### src/rtl/rv32i_types.sv
// Shared RV32I fetch-side types.
//   op_jal / op_jalr : major opcodes of the two jump instructions
//   ras_cmd_t        : command issued to the return address stack
//   ras_log_t        : one in-flight log entry (command plus RAS state before it)
//   is_link()        : x1/x5 link-register test
//   is_jump()        : JAL, or JALR with funct3 000
//   classify()       : link-hint classification of a JAL/JALR word
package rv32i_types;

  localparam logic [6:0] op_jal  = 7'b1101111;
  localparam logic [6:0] op_jalr = 7'b1100111;

  typedef enum logic [1:0] {
    NONE     = 2'd0,
    PUSH     = 2'd1,
    POP      = 2'd2,
    POP_PUSH = 2'd3
  } ras_cmd_t;

  typedef struct packed {
    ras_cmd_t    kind;
    logic [31:0] saved_top;
    logic        saved_empty;
  } ras_log_t;

  function automatic logic is_link(input logic [4:0] r);
    return (r == 5'd1) || (r == 5'd5);
  endfunction

  function automatic logic is_jump(input logic [6:0] opcode, input logic [2:0] funct3);
    return (opcode == op_jal) || ((opcode == op_jalr) && (funct3 == 3'b000));
  endfunction

  // Only meaningful when is_jump() holds for the same fields.
  function automatic ras_cmd_t classify(input logic [6:0] opcode,
                                        input logic [4:0] rd,
                                        input logic [4:0] rs1);
    ras_cmd_t cmd;
    cmd = NONE;
    if (opcode == op_jal) begin
      if (is_link(rd)) cmd = PUSH;
    end else begin
      if (is_link(rd) && !is_link(rs1))      cmd = PUSH;
      else if (is_link(rd) && is_link(rs1))  cmd = (rd == rs1) ? PUSH : POP_PUSH;
      else if (!is_link(rd) && is_link(rs1)) cmd = POP;
    end
    return cmd;
  endfunction

endpackage

### src/rtl/ras_undo_log.sv
// Circular in-flight log of RAS commands.
//   clk, rst_n    : clock, asynchronous active-low reset
//   append        : write append_entry at the tail (newest)
//   append_entry  : entry to write
//   dequeue       : drop the oldest entry (commit)
//   undo          : drop the newest entry (repair)
//   count         : number of valid entries, 0..DEPTH
//   newest        : entry just below the tail (valid while count > 0)
// Storage is not reset; only the pointers and count are.
import rv32i_types::*;

module ras_undo_log #(
  parameter int DEPTH = 8,
  localparam int AW = $clog2(DEPTH),
  localparam int CW = AW + 1
) (
  input  logic          clk,
  input  logic          rst_n,
  input  logic          append,
  input  ras_log_t      append_entry,
  input  logic          dequeue,
  input  logic          undo,
  output logic [CW-1:0] count,
  output ras_log_t      newest
);

  ras_log_t mem [DEPTH];

  logic [AW-1:0] head_reg, head_next;
  logic [AW-1:0] tail_reg, tail_next;
  logic [CW-1:0] count_reg, count_next;

  always_ff @(posedge clk) begin
    if (append) mem[tail_reg] <= append_entry;
  end

  // Pointers are AW bits wide, so +/-1 wraps modulo DEPTH for free.
  always_comb begin
    head_next  = head_reg;
    tail_next  = tail_reg;
    count_next = count_reg;
    if (dequeue) begin
      head_next  = head_reg + AW'(1);
      count_next = count_next - CW'(1);
    end
    if (append) begin
      tail_next  = tail_next + AW'(1);
      count_next = count_next + CW'(1);
    end
    if (undo) begin
      tail_next  = tail_next - AW'(1);
      count_next = count_next - CW'(1);
    end
  end

  always_ff @(posedge clk or negedge rst_n) begin
    if (!rst_n) begin
      head_reg  <= '0;
      tail_reg  <= '0;
      count_reg <= '0;
    end else begin
      head_reg  <= head_next;
      tail_reg  <= tail_next;
      count_reg <= count_next;
    end
  end

  assign count  = count_reg;
  assign newest = mem[tail_reg - AW'(1)];

endmodule

### src/rtl/ras_spec_ctrl.sv
// Fetch-side return-address-stack controller.
//   clk, rst_n                     : clock, asynchronous active-low reset
//   fetch_valid/pc/inst, ready     : fetch slot handshake
//   pred_valid, pred_target        : return prediction (target = RAS top)
//   ras_push/pop/pop_push, ras_din : RAS commands (at most one high), push data
//   ras_dout, ras_empty            : RAS top-of-stack and empty flag
//   commit_valid                   : oldest in-flight JAL/JALR retired
//   flush                          : squash all uncommitted JAL/JALR
// Each accepted JAL/JALR drives its RAS command combinationally and logs the
// RAS top it is about to disturb. On flush the log is unwound newest-first,
// one inverse command per cycle, with fetch held off.
import rv32i_types::*;

module ras_spec_ctrl #(
  parameter int INFLIGHT_DEPTH = 8
) (
  input  logic        clk,
  input  logic        rst_n,
  input  logic        fetch_valid,
  input  logic [31:0] fetch_pc,
  input  logic [31:0] fetch_inst,
  output logic        fetch_ready,
  output logic        pred_valid,
  output logic [31:0] pred_target,
  output logic        ras_push,
  output logic        ras_pop,
  output logic        ras_pop_push,
  output logic [31:0] ras_din,
  input  logic [31:0] ras_dout,
  input  logic        ras_empty,
  input  logic        commit_valid,
  input  logic        flush
);

  localparam int CW = $clog2(INFLIGHT_DEPTH) + 1;

  typedef enum logic {
    IDLE   = 1'b0,
    REPAIR = 1'b1
  } state_t;

  state_t state_reg, state_next;

  logic [CW-1:0] log_count;
  logic [CW-1:0] remaining;
  logic          log_append;
  logic          log_dequeue;
  logic          log_undo;
  ras_log_t      log_entry;
  ras_log_t      undo_entry;

  logic [6:0] opcode;
  logic [2:0] funct3;
  logic [4:0] rd;
  logic [4:0] rs1;
  logic       fetch_jump;
  ras_cmd_t   fetch_cmd;
  logic       unused_imm;

  assign opcode     = fetch_inst[6:0];
  assign rd         = fetch_inst[11:7];
  assign funct3     = fetch_inst[14:12];
  assign rs1        = fetch_inst[19:15];
  assign unused_imm = ^fetch_inst[31:20];
  assign fetch_jump = is_jump(opcode, funct3);
  assign fetch_cmd  = classify(opcode, rd, rs1);

  assign pred_target = ras_dout;

  ras_undo_log #(
    .DEPTH (INFLIGHT_DEPTH)
  ) u_log (
    .clk          (clk),
    .rst_n        (rst_n),
    .append       (log_append),
    .append_entry (log_entry),
    .dequeue      (log_dequeue),
    .undo         (log_undo),
    .count        (log_count),
    .newest       (undo_entry)
  );

  always_ff @(posedge clk or negedge rst_n) begin
    if (!rst_n) state_reg <= IDLE;
    else        state_reg <= state_next;
  end

  always_comb begin
    state_next   = state_reg;
    fetch_ready  = 1'b0;
    pred_valid   = 1'b0;
    ras_push     = 1'b0;
    ras_pop      = 1'b0;
    ras_pop_push = 1'b0;
    ras_din      = '0;
    log_append   = 1'b0;
    log_dequeue  = 1'b0;
    log_undo     = 1'b0;
    log_entry    = '{kind: NONE, saved_top: ras_dout, saved_empty: ras_empty};
    remaining    = log_count;

    case (state_reg)
      IDLE: begin
        fetch_ready = !flush && (log_count < CW'(INFLIGHT_DEPTH));
        log_dequeue = commit_valid && (log_count != '0);
        if (log_dequeue) remaining = log_count - CW'(1);

        // NONE-class jumps still take an entry so commits stay aligned.
        if (fetch_valid && fetch_ready && fetch_jump) begin
          log_append     = 1'b1;
          log_entry.kind = fetch_cmd;
          ras_din        = fetch_pc + 32'd4;
          case (fetch_cmd)
            PUSH:     ras_push     = 1'b1;
            POP:      ras_pop      = 1'b1;
            POP_PUSH: ras_pop_push = 1'b1;
            default:  ;
          endcase
          pred_valid = ((fetch_cmd == POP) || (fetch_cmd == POP_PUSH)) && !ras_empty;
        end

        // Commit in the flush cycle is taken first; only what is left is undone.
        if (flush && (remaining != '0)) state_next = REPAIR;
      end

      REPAIR: begin
        log_undo = 1'b1;
        case (undo_entry.kind)
          PUSH: ras_pop = 1'b1;
          POP: begin
            if (!undo_entry.saved_empty) begin
              ras_push = 1'b1;
              ras_din  = undo_entry.saved_top;
            end
          end
          POP_PUSH: begin
            if (!undo_entry.saved_empty) begin
              ras_pop_push = 1'b1;
              ras_din      = undo_entry.saved_top;
            end else begin
              ras_pop = 1'b1;
            end
          end
          default: ;
        endcase
        if (log_count == CW'(1)) state_next = IDLE;
      end

      default: state_next = IDLE;
    endcase
  end

  // Commits cannot arrive while the log is being unwound.
  a_no_commit_in_repair: assert property (@(posedge clk) disable iff (!rst_n)
    !((state_reg == REPAIR) && commit_valid));

  a_one_cmd: assert property (@(posedge clk) disable iff (!rst_n)
    $onehot0({ras_push, ras_pop, ras_pop_push}));

endmodule

### config.mk
export PLATFORM = sky130hd
export DESIGN_NAME = ras_spec_ctrl
export DESIGN_NICKNAME = d
export VERILOG_FILES = /design/src/rtl/rv32i_types.sv /design/src/rtl/ras_undo_log.sv /design/src/rtl/ras_spec_ctrl.sv
export SDC_FILE = /design/constraint.sdc
export NUM_CORES = 1
export LEC_CHECK = 0
export BUFFER_PORTS_ARGS = -buffer_cell sky130_fd_sc_hd__buf_4
export CORE_UTILIZATION = 58
export DETAILED_ROUTE_END_ITERATION = 16
export HOLD_SLACK_MARGIN = 0.02
export PLACE_DENSITY = 0.8
export SLEW_MARGIN = 0
export SYNTH_ARGS = -nofsm -noshare
export SYNTH_HDL_FRONTEND = slang
export SYNTH_SLANG_ARGS = --single-unit
### constraint.sdc
create_clock -name clk -period 6.11 [get_ports clk]
set_clock_uncertainty 0.05 [all_clocks]
set_input_delay 0.9165 -clock clk [delete_from_list [all_inputs] [get_ports clk]]
set_output_delay 0.9165 -clock clk [all_outputs]
set_load 0.01 [all_outputs]
Word-level counts from Yosys, hierarchy flattened
Memories as Yosys holds them, arrays and structs flattened.
Index checks and enable logic that the tools add are counted.
- equality and inequality tests: 14
- reductions and logical operators: 22
- bitwise logic cells: 1
- order comparisons: 1
- $add $sub $neg: 7
- multiplexer cells: 45
- operators by type and width (operator ; number):
    two-way mux 32 bit ; 3
    one-hot mux 32 bit (2 select lines) ; 1
    adder 32 x 3 -> 32 bit, second input constant ; 1
    two-way mux 1 bit ; 22
    two-way mux 4 bit ; 5
    == test 7 bit, second input constant ; 2
    two-way mux 2 bit ; 7
    == test 5 x 1 -> 1 bit, second input constant ; 2
    == test 5 x 3 -> 1 bit, second input constant ; 2
    logical AND 1 bit ; 10
    one-hot mux 1 bit (2 select lines) ; 5
    == test 2 bit, second input constant ; 4
    nonzero test 4 bit ; 2
    subtractor 4 x 1 -> 4 bit, second input constant ; 2
    two-way mux 3 bit ; 2
    subtractor 3 x 1 -> 3 bit, second input constant ; 2
    == test 5 bit ; 1
    adder 4 x 1 -> 4 bit, second input constant ; 1
    == test 2 x 1 -> 1 bit, second input constant ; 2
    == test 4 x 1 -> 1 bit, second input constant ; 1
    zero test 1 bit ; 4
    logical OR 1 bit ; 4
    < comparator 4 bit, second input constant ; 1
    adder 3 x 1 -> 3 bit, second input constant ; 1
    other kinds (3) ; 3
- word-level logic and storage cells: 94
- bits in registers: 8
- input bits: 102
- memories: 1
- output and inout bits: 69
- memory bits (writable): 280
- memories (name ; depth ; width ; rd ports ; clocked after Yosys merged registers in ; write ports ; line ; source):
    u_log.mem ; 8 ; 35 ; 1 ; 0 ; 1 ; ras_undo_log.sv:27 ; ras_log_t mem [DEPTH];

Longest topological paths before layout
Gate-level depths: netlist of the first run.
- word-level depth: 13
- gate-level depth with buffers: 12
- depth with buffers taken out: 10

Modules after synthesis
Synthesis of the first run repeated with hierarchy kept, for this count alone.
- cells, all modules: 734
- area, all modules: 12754.7 um^2
- modules (own cells, without submodules) (module ; area each (um^2) ; instances ; sequential area each (um^2) ; cells each):
    ras_undo_log ; 11088.1 ; 1 ; 8583.2 ; 470
    ras_spec_ctrl ; 1666.6 ; 1 ; 25.0 ; 264

Worst setup path after synthesis of the first run
Ideal clock, no wire load.
- kind: input port to flip-flop
- start: in flush
- end: mem u_log.mem[0][0] in the netlist's numbering (enable)
- buffers on the path: 1
- arrival time: 4.874 ns
- stages on the path: 4
- setup slack: 0.672 ns
- setup time: 0.515 ns
- required time: 5.545 ns
- cell sequence: nor4b_2 o2111ai_1 buf_2 nor4_1
- cells in the longest elaborated chain, start to end: 8
- ends and longest elaborated chain (item ; line ; source):
    start, declared ; ras_spec_ctrl.sv:32 ; input logic flush
    zero test 1 bit ; ras_spec_ctrl.sv:104 ; fetch_ready = !flush && (log_count < CW'(INFLIGHT_DEPTH));
    logical AND 1 bit ; ras_spec_ctrl.sv:104 ;
    logical AND 1 bit (2 in a row) ; ras_spec_ctrl.sv:109 ; if (fetch_valid && fetch_ready && fetch_jump) begin
    two-way mux 1 bit ; ras_spec_ctrl.sv:109 ;
    two-way mux 1 bit ; ras_spec_ctrl.sv:102 ; case (state_reg)
    two-way mux 1 bit ; ras_undo_log.sv:34 ; if (append) mem[tail_reg] <= append_entry;
    two-way mux 1 bit (not written as such) ; ras_undo_log.sv:34 ;
    end, declared ; ras_undo_log.sv:27 ;
Every way passes these cells.

Worst setup path in the final report of the first run
- start: reg u_log.tail_reg[0]
- end: out ras_din[10]
- cells in the longest elaborated chain, start to end: 6
- elaborated cells between the ends (all ways): 8
- classes of those cells: add/sub: 1; eq/ne: 2; mux: 3; reduce/logical: 1; memory: 1
- ends and longest elaborated chain (item ; line ; source):
    start, declared ; ras_undo_log.sv:30 ; logic [AW-1:0] tail_reg, tail_next;
    start signal, assigned ; ras_undo_log.sv:63 ; tail_reg <= tail_next;
    subtractor 3 x 1 -> 3 bit (*) ; ras_undo_log.sv:69 ; assign newest = mem[tail_reg - AW'(1)];
    memory read (8 x 35 bit) (*) ; n/a ;
    == test 2 bit ; ras_spec_ctrl.sv:128 ; case (undo_entry.kind)
    OR reduction 2 bit (no line) ; n/a ;
    two-way mux 32 bit (*) ; n/a ;
    one-hot mux 32 bit (2 select lines) (*) ; ras_spec_ctrl.sv:102 ;
    end, declared ; ras_spec_ctrl.sv:28 ; output logic [31:0] ras_din,
Mark *: on every way between the ends. The rest lies on a longest branch, timed or not.

==> results of run 1 <==
## cells by family (layout without fill, tap and decap cells)
| kind of cell | after synthesis | after routing | synth area share [%] |
|---|---|---|---|
| buffers and inverters | 78 | 227 | 3.89 |
| multiplexers | 101 | 101 | 14.7 |
| adder cells (fa/ha/maj) | 7 | 7 | 0.700 |
| XOR/XNOR | 40 | 40 | 2.86 |
| AND/OR/NAND/NOR | 106 | 106 | 5.19 |
| flip-flops | 288 | 288 | 68.8 |
| AO/OA/AOI/OAI | 65 | 65 | 3.93 |
## routing by layer
layer	vias to the layer above	global-route usage, %	wire length [um]
met5	-	0	0
met4	0	8.93	728
met3	53	3.94	1970
met2	337	43.3	14200
met1	3540	32.1	10300
li1	3016	-	-
## metrics by stage
| step | instance area [um2] | total power [W] |
|---|---|---|
| final | 14700 | 0.00651 |
| after global routing | 14700 | 0.00677 |
| after CTS | 14700 | 0.00655 |
| after detailed placement | 13800 | 0.00493 |
| after global placement | 13800 | 0.00486 |
| after floorplan | 12500 | 0.00413 |
## cell usage in the layout, fill, tap and decap left out, types with 6 or more instances in the layout
master     count
o21ai_0        6
mux4_2        66
nor2_1        14
clkbuf_16     29
nand3_1       13
nand4_1        6
mux2i_1       34
o22ai_1       22
xor2_1        25
nand2_1       26
ha_1           6
dfrtp_1        7
o22ai_2        8
xnor2_1       14
buf_4        169
clkinv_1       8
edfxtp_1     280
inv_1         10
## power breakdown
group          switching (W)  leakage (nW)  total [W]  internal (W)
clock               0.000688         0.417    0.00163      0.000937
sequential          0.000112          2.65    0.00230       0.00219
combinational        0.00132          2.01    0.00258       0.00126
## final timing paths
| check | startpoint | end | slack, ps | cells after the start |
|---|---|---|---|---|
| min in group clk | ras_dout[28] | u_log.mem[5][29]$_DFFE_PP_ | 570 | 1 |
| setup reg to reg | state_reg$_DFF_PN0_ | u_log.mem[1][8]$_DFFE_PP_ | 2340 | 5 |
| hold reg to reg | u_log.count[1]$_DFF_PN0_ | u_log.count[1]$_DFF_PN0_ | 710 | 3 |
| setup / recovery | u_log.tail_reg[0]$_DFF_PN0_ | ras_din[10] | 1040 | 8 |
| hold / removal | rst_n | state_reg$_DFF_PN0_ | 140 | 1 |
| max in group asynchronous | rst_n | u_log.tail_reg[0]$_DFF_PN0_ | 5720 | 1 |
## critical path: cells and delay by family (launching register included)
kind	cells	cell delay, ps
adder cells (fa/ha/maj)	1	430
AND/OR/NAND/NOR	2	980
AO/OA/AOI/OAI	3	930
flip-flops	1	790
buffers and inverters	2	400
## cell type report
cell class | count | area share, %
multi-input combinational | 319 | 23.9
clock inverter | 15 | 0.853
timing repair buffer | 171 | 8.92
tap | 275 | 2.34
inverter | 10 | 0.256
clock buffer | 31 | 5.00
sequential | 288 | 58.7
==> impl_metrics.csv, run 1 <==
group,metric,value,unit
layout,nets,927,
cts,cts_max_level,1,
layout,drive_gt1_share,36.8,%
synth,synthTopCellsByCount,"edfxtp_1 (280), mux4_2 (66), buf_4 (44)",
synth,synth-edff-count,280,
global_routing,grt_overflow,0,
power,vdd_ir_drop_max,0.000380,V
layout,largest_reg_flops,280,
floorplan,die-area,0.0222,mm2
power,power.leakage,5.08,nW
synth,synthesis.nets,794,
synth,ys_types,64,
timing,whs,139,ps
layout,nFillCells,1343,
synth,synth_top_area_cell,"edfxtp_1",
synth,synth_ff_type,"edfxtp_1",
critical_path,end_kind,"output port",
layout,synthToLayoutAreaGrowth,17.2,%
layout,multiInputGateArea,0.00351,mm2
synth,yosys.cell_count.top_type,"edfxtp_1",
cts,cts-root-buf,"clkbuf_16",
layout,n_antenna_cell,0,
timing,final_hold_viol_count,0,
timing,post-route-worst-setup-slack,1040,ps
min_path,hp-class,"in2async",
layout,fin_util,69.6,%
place,place_ws,1590,ps
synth,synth_area_leaders,"edfxtp_1 (67%), mux4_2 (12%), mux2i_1 (2.7%)",
floorplan,initial_core_util,59.4,%
cts,clock-sinks,288,
critical_path,worstPathCellList,"inv_1, ha_4, and3b_1, a2111oi_0, a31oi_1, nand3_2, o22ai_1, buf_4",
route,wl_per_cell,24.5,um
critical_path,criticalPathCategory,"reg2out",
job,drv_cap,0,
timing,setup-tns-final,0,ps
cts,holdBufCountCts,0,
route,wl,27.2,mm
synth,ys_ff_latch,288,
cts,post_cts_buffers,0,
route,drt_iter0_drc,654,
synth,synth_cells,685,
synth,synth.top_cell.area_share,67.2,%
synth,syn_area,0.0125,mm2
status,status,"finished clean",
timing,fmax,197,MHz
global_routing,track_usage,25.0,%
route,first_pass_iters,6,
timing,setup_viol,0,
global_routing,grt_max_degree,61,
timing,rsz0062_at_grt,"no",
cts,clkTransAtPathRegs,60,ps
critical_path,cp_max_fo,34,
floorplan,ios,171,
synth,synth-seq-area-share,68.8,%
route,drc,0,
global_routing,grt_pass1_vias,7105,
layout,ff_latch_area,0.00861,mm2
critical_path,arrival,4110,ps
cts,numCtsBuffers,28,
synth,synthArstFlopShare,2.78,%
place,io_buffers,158,
floorplan,dieHeight,149,um
cts,cts_tree,"done",
synth,syn_avg_cell_area,18.3,um2
floorplan,core,0.0211,mm2
timing,relSlewSlack,23.2,%
critical_path,cp-start-kind,"flip-flop",
critical_path,slowest_stage,"nand3_2",
cts,clockBufferDepth,3,
place,dp_cells,1063,
global_routing,antenna_found_initial,0,
timing,worst_slew_pin_slew,1150,ps
route,vias,6946,
place,dp_hpwl,16.3,mm
place,gp_congestion,0.782,
synth,ys_warn_count,0,
floorplan,die_w,149,um
cts,cts_resized,0,
power,power_density,444,mW/mm2
floorplan,num_rows,53,
cts,clock_latency,530,ps
global_routing,grt_pass1_wl,40.5,mm
timing,period_minus_slack,5070,ps
timing,period_share,83.0,%
layout,stdcell_count,1109,
critical_path,cpPeakStageDelay,810,ps
route,ant_nets,0,
route,vias_per_cell,6.26,
critical_path,crit_required,5140,ps
timing,finalMaxSlewViolations,0,
No activity file was read; power rests on OpenSTA's default activity.
==> run 2: changes to the inputs <==
- clock period: 6.11 -> 4.9 ns (I/O delays scaled with it)
==> impl_metrics.csv, run 2 (synthesis gave the netlist of run 1 again) <==
group,metric,value,unit
status,status,"finished clean",
layout,fin_util,70.7,%
timing,fmax,218,MHz
min_path,holdPathStages,1,
critical_path,path_depth,9,
global_routing,grt_max_degree,59,
floorplan,ios,171,
place,gp_congestion,0.783,
route,vias_per_cell,6.28,
critical_path,criticalPathCategory,"reg2out",
cts,cts-root-buf,"clkbuf_16",
job,drv_cap,0,
global_routing,antenna_found_initial,0,
timing,rsz0062_at_grt,"no",
layout,ff_latch_area,0.00861,mm2
timing,setup-tns-final,0,ps
power,vdd_ir_drop_max,0.000408,V
critical_path,slowest_stage,"buf_4",
layout,layout_commonest_cell,"edfxtp_1",
min_path,hp-class,"in2reg",
cts,clock-sinks,288,
place,dp_hpwl,16.6,mm
critical_path,worstPathCellList,"inv_1, ha_2, buf_4, mux4_2, mux2_2, nand2_1, a21oi_1, a31o_2, buf_4",
cts,cts_resized,0,
power,power.leakage,5.19,nW
timing,period_minus_slack,4580,ps
critical_path,cpPeakStageDelay,720,ps
global_routing,grt_pass1_vias,7236,
timing,period_share,93.5,%
floorplan,core,0.0211,mm2
critical_path,cp-start-kind,"flip-flop",
cts,post_cts_buffers,0,
place,io_buffers,158,
layout,multiInputGateArea,0.00351,mm2
timing,relSlewSlack,42.4,%
layout,final_cell_mix,"edfxtp_1 (280), buf_4 (175), mux4_2 (66)",
route,drt_iter0_drc,700,
layout,nFillCells,1267,
route,first_pass_iters,4,
route,ant_nets,0,
floorplan,dieHeight,149,um
layout,drive_gt1_share,38.1,%
cts,cts_max_level,1,
layout,largest_reg_flops,280,
floorplan,num_rows,53,
cts,cts_tree,"done",
timing,setup_viol,0,
layout,synthToLayoutAreaGrowth,19.0,%
critical_path,cpMostUsedCell,"buf_4",
global_routing,grt_pass1_wl,41.4,mm
global_routing,grt_overflow,0,
cts,clockBufferDepth,3,
floorplan,die-area,0.0222,mm2
critical_path,crit_required,4120,ps
route,drc,0,
cts,clkTransAtPathRegs,70,ps
power,power_density,566,mW/mm2
route,vias,7054,
layout,nets,935,
timing,final_hold_viol_count,0,
route,wl_per_cell,24.8,um
floorplan,initial_core_util,59.4,%
cts,numCtsBuffers,28,
critical_path,cp_max_fo,58,
critical_path,timing.critical_path.buf_inv,3,
route,wl,27.8,mm
cts,holdBufCountCts,1,
critical_path,cp_top_family,"buffers and inverters",
layout,n_antenna_cell,0,
critical_path,arrival,3800,ps
floorplan,die_w,149,um
timing,worst_slew_pin_slew,863,ps
cts,clock_latency,530,ps
global_routing,track_usage,25.5,%
critical_path,end_kind,"output port",
critical_path,ff2ff_path_depth,5,
timing,finalMaxSlewViolations,0,
-- run 2: final timing paths --
kind	startpoint	endpoint	slack, ps
setup / recovery	u_log.tail_reg[1]$_DFF_PN0_	ras_pop	320
hold / removal	ras_dout[13]	u_log.mem[1][14]$_DFFE_PP_	380
setup reg to reg	state_reg$_DFF_PN0_	u_log.mem[6][18]$_DFFE_PP_	1670
hold reg to reg	u_log.count[1]$_DFF_PN0_	u_log.count[3]$_DFF_PN0_	710
max in group asynchronous	rst_n	u_log.tail_reg[0]$_DFF_PN0_	4130
min in group asynchronous	rst_n	state_reg$_DFF_PN0_	510
-- run 2: metal layers --
metal / part of all wire [%] / track usage [%] / vias up
met4: 2.4 / 7.91 / 0
li1: - / - / 3041
met5: 0 / 0 / -
met2: 53 / 44.1 / 346
met3: 7.0 / 3.36 / 59
met1: 38 / 33.7 / 3608
-- run 2: where the power goes --
part / total [W] / switching, W / internal, W
combinational: 0.00330 / 0.00171 / 0.00159
sequential: 0.00281 / 0.0000816 / 0.00273
clock: 0.00233 / 0.000906 / 0.00142
-- run 2: cell type report --
| cell class | count | share of cell area (%) |
|---|---|---|
| Multi-Input combinational cell | 319 | 23.6 |
| Inverter | 10 | 0.252 |
| Clock buffer | 31 | 4.78 |
| Tap cell | 275 | 2.31 |
| Clock inverter | 21 | 2.01 |
| Timing Repair Buffer | 179 | 9.29 |
| Sequential cell | 288 | 57.8 |
-- run 2: per-stage QoR --
stage          power (W)  hold slack [ps]  worst slack [ps]  cell area, um2  instances
2_1_floorplan    0.00515              389               422           12500        685
3_3_place_gp     0.00607              513               950           13900       1070
3_5_place_dp     0.00615              516               876           13900       1070
4_1_cts          0.00847              366               312           14900       1123
5_1_grt          0.00875              372               197           14900       1123
6_report         0.00844              381               316           14900       1123
-- run 2: worst register-to-register path, cell delays in order (launching register included) --
cell	delay (ps)
dfrtp_1	610
nor4b_2	500
o2111a_2	520
nand2_1	320
nor2_4	630
buf_12	280
==> run 3: changes to the inputs <==
- CORE_UTILIZATION: 58 -> 30
- PLACE_DENSITY: 0.8 -> not set
==> impl_metrics.csv, run 3 (synthesis gave the netlist of run 1 again) <==
group,metric,value,unit
status,status,"complete, but fails checks",
status,failed_checks,"design-rule violations",
place,io_buffers,158,
cts,clock_latency,550,ps
global_routing,grt_pass1_vias,6949,
timing,period_minus_slack,4290,ps
global_routing,grt_pass1_wl,42.7,mm
critical_path,cpMostUsedCell,"buf_4",
route,drt-met1-wl,12.5,mm
route,first_pass_iters,11,
global_routing,track_usage,13.6,%
cts,cts_resized,0,
critical_path,arrival,3510,ps
route,wl_met3,1.80,mm
route,drt_iter0_drc,435,
route,vias,6831,
timing,finalMaxSlewViolations,0,
route,met2_length,14.1,mm
cts,holdBufCountCts,1,
critical_path,cp_top_family,"buffers and inverters",
timing,period_share,87.6,%
timing,final_hold_viol_count,0,
route,vias_per_cell,4.92,
timing,relSlewSlack,37.4,%
power,total_power,0.00838,W
critical_path,worstPathCellList,"inv_1, ha_2, buf_4, nor2_1, a32oi_1, a22oi_2, nand3_2, buf_4, o22ai_1, buf_4",
layout,layout_commonest_cell,"edfxtp_1",
cts,post_cts_buffers,0,
global_routing,antenna_found_initial,2,
critical_path,cpPeakStageDelay,740,ps
layout,nFillCells,3777,
timing,setup-tns-final,0,ps
place,dp_hpwl,18.8,mm
route,top_layer,"met4",
timing,setup_viol,0,
cts,cts_max_level,1,
critical_path,cp_max_fo,24,
place,place_ws,1160,ps
layout,nets,942,
cts,clockBufferDepth,3,
floorplan,ios,171,
critical_path,crit_required,4120,ps
cts,numCtsBuffers,30,
critical_path,cp-start-kind,"flip-flop",
global_routing,grt_overflow,0,
layout,fin_util,37.0,%
route,ant_nets,0,
timing,whs,381,ps
critical_path,slowest_stage,"ha_2",
critical_path,end_kind,"output port",
timing,fmax,233,MHz
power,vdd_ir_drop_max,0.000342,V
layout,n_antenna_cell,0,
cts,cts_tree,"done",
floorplan,dieHeight,206,um
global_routing,grt_max_degree,46,
timing,rsz0062_at_grt,"no",
floorplan,num_rows,74,
critical_path,timing.critical_path.buf_inv,4,
layout,synthToLayoutAreaGrowth,21.3,%
min_path,hp-class,"in2reg",
critical_path,criticalPathCategory,"reg2out",
route,wl_per_cell,20.8,um
layout,drive_gt1_share,38.1,%
job,drv_cap,0,
layout,largest_reg_flops,280,
power,power_density,551,mW/mm2
floorplan,initial_core_util,30.5,%
floorplan,die_w,206,um
timing,post-route-worst-setup-slack,606,ps
cts,cts-root-buf,"clkbuf_16",
floorplan,core,0.0410,mm2
place,gp_congestion,0.761,
layout,final_cell_mix,"edfxtp_1 (280), buf_4 (180), mux4_2 (66)",
timing,worst_slew_pin_slew,934,ps
floorplan,die-area,0.0426,mm2
route,wl,28.9,mm
route,drc,18,
cts,clkTransAtPathRegs,60,ps
power,power.leakage,5.19,nW
cts,clock-sinks,288,
## run 3: changes by cell type in the layout (fill, tap and decap cells not counted)
| cell | previous run | this run |
|---|---|---|
| inv_6 | 0 | 1 |
| buf_4 | 175 | 180 |
| clkinv_2 | 5 | 7 |
| clkinvlp_4 | 2 | 1 |
| clkinv_4 | 2 | 1 |
| clkbuf_16 | 28 | 31 |
| bufinv_16 | 7 | 2 |
| clkinv_8 | 1 | 0 |
| clkbuf_1 | 3 | 8 |
## run 3: final timing paths
path	endpoint	cells after the start	start	slack, ps
max in group asynchronous	u_log.tail_reg[0]$_DFF_PN0_	2	rst_n	4130
min	u_log.mem[4][4]$_DFFE_PP_	1	ras_dout[3]	380
max	ras_din[2]	10	u_log.tail_reg[1]$_DFF_PN0_	610
min in group asynchronous	state_reg$_DFF_PN0_	2	rst_n	510
max reg2reg	u_log.mem[7][11]$_DFFE_PP_	6	state_reg$_DFF_PN0_	1680
min reg2reg	u_log.tail_reg[0]$_DFF_PN0_	1	u_log.tail_reg[0]$_DFF_PN0_	640
## run 3: worst register-to-register path: stages (launching register included)
cell      delay, ps
dfrtp_1         360
buf_4           200
nor4b_2         440
o2111a_2        560
nand2_1         330
nor2_4          700
buf_12          270
## run 3: cell type report
| cell class | count | area [um2] | share of cell area (%) |
|---|---|---|---|
| sequential | 288 | 8610 | 56.7 |
| multi-input combinational | 319 | 3510 | 23.1 |
| timing repair buffer | 184 | 1420 | 9.36 |
| clock buffer | 39 | 806 | 5.30 |
| tap | 532 | 666 | 4.38 |
| clock inverter | 16 | 135 | 0.890 |
| inverter | 10 | 37.5 | 0.247 |
## run 3: metal layers
layer  global-route usage, %  vias to the layer above
met5                       0                        -
met4                    3.10                        0
met3                    1.88                       40
met2                    22.4                      252
met1                    18.9                     3494
li1                        -                     3045
## run 3: power by group
| part | switching [W] | internal (W) |
|---|---|---|
| Combinational | 0.00176 | 0.00162 |
| Clock | 0.000914 | 0.00126 |
| Sequential | 0.0000886 | 0.00273 |
| Total | 0.00277 | 0.00561 |
## run 3: through the flow
step	std cells	instance area, um2
after floorplan	685	12500
after global placement	1332	14200
after detailed placement	1332	14200
after CTS	1388	15200
after global routing	1388	15200
final	1388	15200
